## config.mk

```make
export PLATFORM = sky130hd
export DESIGN_NAME = setup_sweep_ctrl_flat
export DESIGN_NICKNAME = d
export VERILOG_FILES = /design/src/rtl/setup_sweep_ctrl_if.sv /design/src/rtl/setup_sweep_ctrl.sv /design/src/flat_wrapper.sv
export SDC_FILE = /design/constraint.sdc
export NUM_CORES = 1
export LEC_CHECK = 0
export CORE_MARGIN = 8
export CORE_UTILIZATION = 48
export DETAILED_ROUTE_END_ITERATION = 7
export GPL_ROUTABILITY_DRIVEN = 0
export PLACE_DENSITY = 0.7
export SYNTH_ARGS = -nofsm -noshare
export SYNTH_HDL_FRONTEND = slang
export SYNTH_SLANG_ARGS = --single-unit
```

## constraint.sdc

```tcl
create_clock -name CLK -period 2.7 [get_ports CLK]
set_clock_uncertainty 0.1 [all_clocks]
set_input_delay 0.405 -clock CLK [delete_from_list [all_inputs] [get_ports CLK]]
set_output_delay 0.405 -clock CLK [all_outputs]
set_load 0.03 [all_outputs]
```

## src/rtl/setup_sweep_ctrl_if.sv

```systemverilog
// Harness-side bundle for the setup-window sweep sequencer: start/offset request,
// the vigilador Alarm input, the generated FF stimulus and the sweep results.
interface setup_sweep_ctrl_if #(
    parameter int OFS_W = 6
);
    logic             start;
    logic [OFS_W-1:0] ofs_max;
    logic             Alarm;
    logic             CLK_FF;
    logic             D_FF;
    logic             busy;
    logic             done;
    logic [OFS_W-1:0] ofs_fail;
    logic             fail_found;
    logic [7:0]       alarm_cnt;

    // Test harness / FF model side
    modport master (
        output start, ofs_max, Alarm,
        input  CLK_FF, D_FF, busy, done, ofs_fail, fail_found, alarm_cnt
    );

    // Sequencer side
    modport slave (
        input  start, ofs_max, Alarm,
        output CLK_FF, D_FF, busy, done, ofs_fail, fail_found, alarm_cnt
    );
endinterface

```

## src/rtl/setup_sweep_ctrl.sv

```systemverilog
// Setup-window sweep sequencer. Generates CLK_FF from CLK, launches a D_FF toggle
// ofs ticks before each CLK_FF rise, scores Alarm over N_REP periods per offset and
// walks ofs downward until the first violating offset (or zero) is reached.
module setup_sweep_ctrl #(
    parameter int PERIOD = 64,
    parameter int OFS_W  = 6,
    parameter int N_REP  = 4
) (
    input  logic                CLK,
    input  logic                nCLR,
    setup_sweep_ctrl_if.slave   bus
);
    localparam int HALF = PERIOD / 2;
    localparam int PH_W = $clog2(PERIOD);

    typedef enum logic [1:0] {S_IDLE, S_RUN, S_EVAL, S_DONE} state_t;

    state_t           r_state;
    state_t           w_state_nxt;
    logic [PH_W-1:0]  r_ph;
    logic [7:0]       r_rep;
    logic [7:0]       r_acnt;
    logic [OFS_W-1:0] r_ofs;
    logic             r_clk_ff;
    logic             r_d_ff;
    logic [OFS_W-1:0] r_ofs_fail;
    logic             r_fail_found;
    logic [7:0]       r_alarm_cnt;

    logic             w_ph_wrap;
    logic             w_last_rep;
    logic             w_busy;
    logic             w_done;
    logic             w_busy_nxt;
    logic [PH_W-1:0]  w_ph_nxt;
    logic [PH_W-1:0]  w_tgl_ph;
    logic             w_clk_nxt;
    logic             w_d_tgl;
    logic [OFS_W-1:0] w_ofs_ld;

    assign w_ph_wrap  = (r_ph == PH_W'(PERIOD - 1));
    assign w_last_rep = (r_rep == 8'(N_REP));
    assign w_ofs_ld   = (bus.ofs_max > OFS_W'(HALF)) ? OFS_W'(HALF) : bus.ofs_max;
    // Phase at which D_FF toggles so that it lands exactly r_ofs ticks before ph wraps
    assign w_tgl_ph   = (r_ofs == '0) ? '0 : PH_W'(PERIOD - int'(r_ofs));

    // State register
    always_ff @(posedge CLK or negedge nCLR) begin
        if (!nCLR) r_state <= S_IDLE;
        else       r_state <= w_state_nxt;
    end

    // Next-state decision
    always_comb begin
        w_state_nxt = r_state;
        case (r_state)
            S_IDLE: if (bus.start) w_state_nxt = S_RUN;
            S_RUN:  if (w_ph_wrap && w_last_rep) w_state_nxt = S_EVAL;
            S_EVAL: begin
                if (r_acnt != 8'd0 || r_ofs == '0) w_state_nxt = S_DONE;
                else                               w_state_nxt = S_RUN;
            end
            S_DONE: w_state_nxt = S_IDLE;
            default: w_state_nxt = S_IDLE;
        endcase
    end

    // Status decode and next values of the phase, clock and data stimulus
    always_comb begin
        w_busy     = (r_state == S_RUN) || (r_state == S_EVAL);
        w_done     = (r_state == S_DONE);
        w_busy_nxt = (w_state_nxt == S_RUN) || (w_state_nxt == S_EVAL);
        w_ph_nxt   = '0;
        if (w_busy && w_busy_nxt) w_ph_nxt = w_ph_wrap ? '0 : r_ph + PH_W'(1);
        w_clk_nxt  = w_busy_nxt && (w_ph_nxt < PH_W'(HALF));
        // No toggle on sweep entry: the first CLK_FF period is warm-up anyway
        w_d_tgl    = w_busy && w_busy_nxt && (w_ph_nxt == w_tgl_ph);
    end

    // Datapath: phase counter, stimulus registers, alarm scoring and results
    always_ff @(posedge CLK or negedge nCLR) begin
        if (!nCLR) begin
            r_ph         <= '0;
            r_rep        <= 8'd0;
            r_acnt       <= 8'd0;
            r_ofs        <= '0;
            r_clk_ff     <= 1'b0;
            r_d_ff       <= 1'b0;
            r_ofs_fail   <= '0;
            r_fail_found <= 1'b0;
            r_alarm_cnt  <= 8'd0;
        end else begin
            r_ph     <= w_ph_nxt;
            r_clk_ff <= w_clk_nxt;
            if (w_d_tgl) r_d_ff <= ~r_d_ff;
            case (r_state)
                S_IDLE: begin
                    if (bus.start) begin
                        r_ofs  <= w_ofs_ld;
                        r_rep  <= 8'd0;
                        r_acnt <= 8'd0;
                    end
                end
                S_RUN: begin
                    // Sample half a period after the rise, scored periods only
                    if (r_rep != 8'd0 && r_ph == PH_W'(HALF) && bus.Alarm && r_acnt != 8'hFF)
                        r_acnt <= r_acnt + 8'd1;
                    if (w_ph_wrap && !w_last_rep)
                        r_rep <= r_rep + 8'd1;
                end
                S_EVAL: begin
                    if (r_acnt != 8'd0) begin
                        r_ofs_fail   <= r_ofs;
                        r_fail_found <= 1'b1;
                        r_alarm_cnt  <= r_acnt;
                    end else if (r_ofs == '0) begin
                        r_ofs_fail   <= '0;
                        r_fail_found <= 1'b0;
                        r_alarm_cnt  <= 8'd0;
                    end else begin
                        r_ofs  <= r_ofs - OFS_W'(1);
                        r_rep  <= 8'd0;
                        r_acnt <= 8'd0;
                    end
                end
                default: ;
            endcase
        end
    end

    assign bus.CLK_FF     = r_clk_ff;
    assign bus.D_FF       = r_d_ff;
    assign bus.busy       = w_busy;
    assign bus.done       = w_done;
    assign bus.ofs_fail   = r_ofs_fail;
    assign bus.fail_found = r_fail_found;
    assign bus.alarm_cnt  = r_alarm_cnt;
endmodule

```

## src/flat_wrapper.sv

```systemverilog
// flat-port wrapper written by rule: the top's interface ports become plain ports
module setup_sweep_ctrl_flat 
#(
    parameter int PERIOD = 64,
    parameter int OFS_W  = 6,
    parameter int N_REP  = 4
)
  (CLK, nCLR, bus_start, bus_ofs_max, bus_Alarm, bus_CLK_FF, bus_D_FF, bus_busy, bus_done, bus_ofs_fail, bus_fail_found, bus_alarm_cnt);
  setup_sweep_ctrl_if #(.OFS_W(OFS_W)) bus_i ();
  input  logic CLK;
  input  logic nCLR;
  input wire logic [$bits(bus_i.start)-1:0] bus_start;
  input wire logic [$bits(bus_i.ofs_max)-1:0] bus_ofs_max;
  input wire logic [$bits(bus_i.Alarm)-1:0] bus_Alarm;
  output wire logic [$bits(bus_i.CLK_FF)-1:0] bus_CLK_FF;
  output wire logic [$bits(bus_i.D_FF)-1:0] bus_D_FF;
  output wire logic [$bits(bus_i.busy)-1:0] bus_busy;
  output wire logic [$bits(bus_i.done)-1:0] bus_done;
  output wire logic [$bits(bus_i.ofs_fail)-1:0] bus_ofs_fail;
  output wire logic [$bits(bus_i.fail_found)-1:0] bus_fail_found;
  output wire logic [$bits(bus_i.alarm_cnt)-1:0] bus_alarm_cnt;
  assign bus_i.start = bus_start;
  assign bus_i.ofs_max = bus_ofs_max;
  assign bus_i.Alarm = bus_Alarm;
  assign bus_CLK_FF = bus_i.CLK_FF;
  assign bus_D_FF = bus_i.D_FF;
  assign bus_busy = bus_i.busy;
  assign bus_done = bus_i.done;
  assign bus_ofs_fail = bus_i.ofs_fail;
  assign bus_fail_found = bus_i.fail_found;
  assign bus_alarm_cnt = bus_i.alarm_cnt;
  setup_sweep_ctrl #(.PERIOD(PERIOD), .OFS_W(OFS_W), .N_REP(N_REP)) u_core (.CLK(CLK), .nCLR(nCLR), .bus(bus_i));
endmodule
```

==> results of run 1 <==
[cell type report]
cell class | instances | area share
tap | 72 | 0.0283
sequential | 47 | 0.369
timing repair buffer | 41 | 0.118
multi-input combinational | 210 | 0.434
inverter | 12 | 0.0141
clock buffer | 6 | 0.0259
clock inverter | 2 | 0.0110
[report_power, final]
part	internal (mW)	leakage [nW]	switching [mW]
Sequential	0.802	0.633	0.121
Clock	0.300	0.0612	0.228
Combinational	0.445	0.701	0.587
Total	1.55	1.40	0.936
[stage by stage]
stage | cells | power (mW) | setup slack (ns)
finish | 390 | 2.48 | 0.250
global route | 390 | 2.66 | 0.0287
CTS | 390 | 2.50 | 0.231
detailed placement | 381 | 1.97 | 0.268
global placement | 381 | 1.95 | 0.302
floorplan | 281 | 1.69 | 0.337
[worst reg2reg max path, stage by stage (launching register included)]
cell	delay, ns
dfrtp_1	0.43
inv_1	0.10
ha_1	0.16
or3b_4	0.40
nor3_4	0.20
o21ai_1	0.17
o221ai_2	0.25
xor2_2	0.23
nand2_1	0.15
nor3_1	0.17
[sequential cells by signal, summed over array words and instances, names as in the netlist]
name and cells:
u_core.bus.CLK_FF 1, u_core.bus.D_FF 1, u_core.bus.alarm_cnt 8, u_core.bus.fail_found 1
u_core.bus.ofs_fail 6, u_core.r_acnt 8, u_core.r_ofs 6, u_core.r_ph 6
u_core.r_rep 8, u_core.r_state 2
[layer usage]
layer  global-route usage  routed length [um]
met1                0.176                2580
met2                0.234                2730
met3               0.0333                 237
met4               0.0374                  47
met5                    0                   0
[how the worst max path moves through the flow]
stage                    startpoint         endpoint  slack (ns)  cells after the start
finish              u_core.r_ofs[0]   u_core.r_ph[0]        0.25                      9
floorplan           u_core.r_ofs[0]  u_core.bus.D_FF        0.34                      9
global placement          bus_start  u_core.bus.D_FF        0.30                      7
detailed placement  u_core.r_ofs[0]   u_core.r_ph[0]        0.27                      9
global route        u_core.r_ofs[0]   u_core.r_ph[3]        0.03                      9
CTS                 u_core.r_rep[0]   u_core.r_ph[0]        0.23                      9
[cells by family after synthesis]
family          after synthesis  share of synthesized area
mux                           1                    0.00375
flops                        47                      0.441
simple gates                127                      0.256
fa+ha+maj                    11                     0.0516
xor+xnor                     24                     0.0817
buf+inv                      24                     0.0404
compound gates               47                      0.125
[cells in the final DEF (no fill, tap or decap), types with 2 or more instances in the layout]
cell and n:
o22ai_1 4, and2_1 2, nor3b_1 3, nor4b_2 2, nor2b_1 5, a31oi_1 2
xor2_1 7, a31o_2 3, nand3_1 16, xnor2_1 16, or3_1 3, nor3_1 10
nor2_1 28, ha_1 11, a21oi_1 7, dfrtp_1 47, nand2_1 36, clkdlybuf4s50_1 27
a21o_1 2, and3_1 4, buf_4 12, nor4_1 2, inv_1 12, nand2b_1 2
clkbuf_8 6, a22o_1 8, nand4_1 4, o21ai_0 9
==> results.sh, run 1 <==
export IMPL_status="finished clean"
export IMPL_stdcell_area_um2=3190
export IMPL_die_width_um=90.5
export IMPL_synth_top_flop_cell="dfrtp_1"
export IMPL_finalSetupViolCount=0
export IMPL_routed_wl_um=5600
export IMPL_dp_hpwl_um=4320
export IMPL_clk_latency_ns=0.30
export IMPL_critPathMaxFanout=5
export IMPL_io_pins=29
export IMPL_drive_gt1_frac=0.116
export IMPL_core_area_um2=5440
export IMPL_syn_area_um2=2670
export IMPL_nNetsFinal=338
export IMPL_seqCellArea_um2=1180
export IMPL_viasPerCell=5.44
export IMPL_fin_hold_ws_ns=0.370
export IMPL_synth_top_cell_area_share=0.441
export IMPL_post_cts_resize_count=0
export IMPL_final_hold_viol_count=0
export IMPL_final_util=0.586
export IMPL_path_clk_slew_ns=0.08
export IMPL_ys_ff_latch=47
export IMPL_cp_slowest_cell="dfrtp_1"
export IMPL_path_cells="inv_1 -> ha_1 -> or3b_4 -> nor3_4 -> o21ai_1 -> o221ai_2 -> xor2_2 -> nand2_1 -> nor3_1"
export IMPL_synth_warning_count=0
export IMPL_netlist_top_cells_area="dfrtp_1 44%, xnor2_1 5.3%, ha_1 5.2%, nand2_1 5.1%, nor2_1 3.9%"
export IMPL_yosysTopAreaCell="dfrtp_1"
export IMPL_io_buffers=28
export IMPL_synthToLayoutAreaGrowth_pct=19.5
export IMPL_cts_sinks=47
export IMPL_max_stage_delay_ns=0.43
export IMPL_end_kind="register"
export IMPL_relSlewSlack=0.630
export IMPL_antenna_cells=0
export IMPL_path_buf_inv=1
export IMPL_cp_top_family="simple AND/OR/NAND/NOR gates"
export IMPL_drt_iter0_markers=81
export IMPL_grt_pass1_vias=2098
export IMPL_wl_per_cell_um=14.4
export IMPL_route_detailed_drc=0
export IMPL_final_setup_tns_ns=0
export IMPL_irDropWorstVdd_uv=563
export IMPL_hold_buffers=1
export IMPL_clock_tree_buffer_depth=2
export IMPL_ys_types=53
export IMPL_r2r_cells=9
export IMPL_asyncSetResetFlopFracSynth=1.00
export IMPL_ys_seq_area_frac=0.441
export IMPL_max_freq_mhz=408
export IMPL_powerDensity_nw_per_um2=779
export IMPL_dr_pass1_iters=4
export IMPL_r2r_end="u_core.r_ph[0]"
export IMPL_worstPathRequired_ns=2.81
export IMPL_slew_violations=0
export IMPL_cts_htree_levels=2
export IMPL_grt_setup_unrepaired="false"
export IMPL_finalCritPeriodShare=0.907
export IMPL_cp_data_arrival_time_ns=2.56
export IMPL_r2r_start="u_core.r_ofs[0]"
export IMPL_postPlaceCellArea_um2=3060
export IMPL_synth_edff_count=0
export IMPL_min_period_ns=2.45
export IMPL_synth_most_common_cell="dfrtp_1"
export IMPL_cts_tree="built"
export IMPL_cts_root_buf="clkbuf_8"
export IMPL_cts_buffers=5
export IMPL_tightest_slew_ns=0.548
export IMPL_initial_core_util=0.490
export IMPL_grt_pass1_wl_um=9650
export IMPL_cap_violations=0
export IMPL_n_fill_cell=478
export IMPL_r2r_slack_ns=0.25
export IMPL_syn_inst=281
export IMPL_row_count=27
export IMPL_yosys_top_cells_count="47 x dfrtp_1, 36 x nand2_1, 28 x nor2_1"
export IMPL_hold_path_class="input port to asynchronous set/reset pin"
export IMPL_grt_usage=0.140
export IMPL_postCtsSetupRepairBufs=0
export IMPL_avgSynthCellArea_um2=9.49
export IMPL_synth_nets=302
export IMPL_num_vias=2122
export IMPL_crit_path_start_kind="register"
export IMPL_multi_input_area_um2=1380
export IMPL_chipHeight_um=90.5
export IMPL_overflow=0
export IMPL_grt_max_degree=22
export IMPL_power_leakage_nw=1.40
export IMPL_ant_nets=0
export IMPL_dieArea_um2=8200
export IMPL_antenna_found_initial=0
export IMPL_worstSetupPathType="register to register"
No activity file was read; power rests on OpenSTA's default activity.
==> run 2, diff against run 1 <==
--- a/config.mk
+++ b/config.mk
@@ -5,11 +5,11 @@
 export SDC_FILE = /design/constraint.sdc
 export NUM_CORES = 1
 export LEC_CHECK = 0
+export CORE_ASPECT_RATIO = 0.9
 export CORE_MARGIN = 8
-export CORE_UTILIZATION = 48
+export CORE_UTILIZATION = 29
 export DETAILED_ROUTE_END_ITERATION = 7
 export GPL_ROUTABILITY_DRIVEN = 0
-export PLACE_DENSITY = 0.7
 export SYNTH_ARGS = -nofsm -noshare
 export SYNTH_HDL_FRONTEND = slang
 export SYNTH_SLANG_ARGS = --single-unit
==> run 2 against run 1 <==
Core utilization fell by 23 points. Fmax barely moved. Clock power fell by 17%. Non-clock buffer count fell by 2. Total power fell by 3.0%. Via count fell by 1.6%. Critical path depth did not move. Register-to-register slack barely moved. Combinational power barely moved. Sequential share of layout area fell by 0.22 points. Die area rose by 53%. Hold slack got worse by 0.29 ns. Critical endpoint unchanged. Largest cell class unchanged.
==> results.sh, run 2 (synthesized netlist as in run 1, its figures left out) <==
export IMPL_status="finished clean"
export IMPL_post_cts_resize_count=0
export IMPL_cp_data_arrival_time_ns=2.56
export IMPL_cts_root_buf="clkbuf_8"
export IMPL_cp_slowest_cell="dfrtp_1"
export IMPL_ant_nets=0
export IMPL_postCtsSetupRepairBufs=0
export IMPL_synthToLayoutAreaGrowth_pct=20.2
export IMPL_path_clk_slew_ns=0.09
export IMPL_total_power_mw=2.41
export IMPL_cap_violations=0
export IMPL_final_setup_tns_ns=0
export IMPL_power_leakage_nw=1.37
export IMPL_grt_usage=0.0967
export IMPL_hold_buffers=0
export IMPL_antenna_found_initial=0
export IMPL_end_kind="register"
export IMPL_grt_pass1_vias=2100
export IMPL_io_pins=29
export IMPL_cts_htree_levels=2
export IMPL_max_stage_delay_ns=0.42
export IMPL_hold_path_class="input port to asynchronous set/reset pin"
export IMPL_cts_tree="built"
export IMPL_grt_pass1_wl_um=9830
export IMPL_die_width_um=117
export IMPL_max_freq_mhz=408
export IMPL_worstPathRequired_ns=2.81
export IMPL_final_cell_mix="47 x dfrtp_1, 36 x nand2_1, 28 x nor2_1"
export IMPL_chipHeight_um=107
export IMPL_finalSetupViolCount=0
export IMPL_core_area_um2=9040
export IMPL_irDropWorstVdd_uv=373
export IMPL_critPathMaxFanout=5
export IMPL_n_fill_cell=931
export IMPL_overflow=0
export IMPL_drive_gt1_frac=0.114
export IMPL_grt_setup_unrepaired="false"
export IMPL_antenna_cells=0
export IMPL_powerDensity_nw_per_um2=751
export IMPL_routed_wl_um=5780
export IMPL_cts_sinks=47
export IMPL_crit_path_start_kind="register"
export IMPL_tightest_slew_ns=0.651
export IMPL_wl_per_cell_um=13.2
export IMPL_place_ws_ns=0.247
export IMPL_viasPerCell=4.77
export IMPL_nNetsFinal=336
export IMPL_num_vias=2089
export IMPL_dp_hpwl_um=4400
export IMPL_clock_tree_buffer_depth=2
export IMPL_min_period_ns=2.45
export IMPL_finalCritPeriodShare=0.907
export IMPL_initial_core_util=0.295
export IMPL_dr_pass1_iters=4
export IMPL_drt_iter0_markers=99
export IMPL_setup_ws_ns=0.251
export IMPL_io_buffers=28
export IMPL_grt_max_degree=48
export IMPL_clk_latency_ns=0.30
export IMPL_dieArea_um2=12500
export IMPL_path_cells="inv_1 -> ha_1 -> nor4b_2 -> nand3_1 -> or3_1 -> a31o_2 -> xor2_2 -> nand2_1 -> nor3_1"
export IMPL_final_common_cell="dfrtp_1"
export IMPL_final_hold_viol_count=0
export IMPL_route_detailed_drc=0
export IMPL_cts_buffers=5
export IMPL_relSlewSlack=0.560
export IMPL_slew_violations=0
export IMPL_row_count=33
export IMPL_worstSetupPathType="register to register"
run 2: cell types whose count changed in the layout (fill, tap and decap cells not counted), sizes merged:
cell	previous run	this run
inv	12	14
buf	13	12
clkbuf	6	5
dlygate4sd3	1	0
bufinv	1	0
run 2: final timing paths:
kind / end / depth (start not counted) / slack [ns] / start
worst max-delay path: u_core.r_ph[0] / 9 / 0.25 / u_core.r_rep[0]
worst min-delay path: u_core.bus.alarm_cnt[6] / 2 / 0.08 / nCLR
worst max register to register: u_core.r_ph[0] / 9 / 0.25 / u_core.r_rep[0]
worst min register to register: u_core.bus.fail_found / 1 / 0.38 / u_core.bus.fail_found
max in group asynchronous: u_core.bus.D_FF / 2 / 2.01 / nCLR
min in group CLK: u_core.bus.fail_found / 1 / 0.38 / u_core.bus.fail_found
run 2: critical path: cells and delay by family, from the launching register on:
kind / cells / cell delay [ns]
AOI/OAI and AO/OA: 1 / 0.29
and+or+nand+nor: 5 / 1.11
buffers and inverters: 1 / 0.09
adders and majority gates: 1 / 0.14
DFF: 1 / 0.42
xor gates and xnor gates: 1 / 0.24
run 2: cell type report:
class / count / area (um^2) / area share
inverters: 12 / 45.0 / 0.0141
repair buffers: 39 / 358 / 0.112
multi-input cells: 210 / 1380 / 0.431
clock inverters: 3 / 22.5 / 0.00703
flip-flops and latches: 47 / 1180 / 0.367
well taps: 122 / 153 / 0.0476
clock buffers: 5 / 68.8 / 0.0215
run 2: per-stage QoR:
step	cell area [um^2]	std cells	hold slack, ns	utilization
final	3210	438	0.0802	0.355
after detailed placement	3110	430	0.366	0.344
after CTS	3210	438	0.0989	0.355
after global routing	3210	438	0.135	0.355
after global placement	3110	430	0.360	0.344
after floorplan	2670	281	0.00941	-
run 2: metal layers:
metal	up-vias	wire length (um)	track usage
met5	-	0	0
met4	0	53	0.0283
met3	6	218	0.0258
met2	24	2700	0.154
met1	1017	2810	0.125
li1	1042	-	-
run 2: power breakdown:
group          internal (mW)  switching, mW  total (mW)
clock                  0.188          0.248       0.436
sequential             0.802          0.112       0.914
combinational          0.453          0.605        1.06
total                   1.44          0.965        2.41
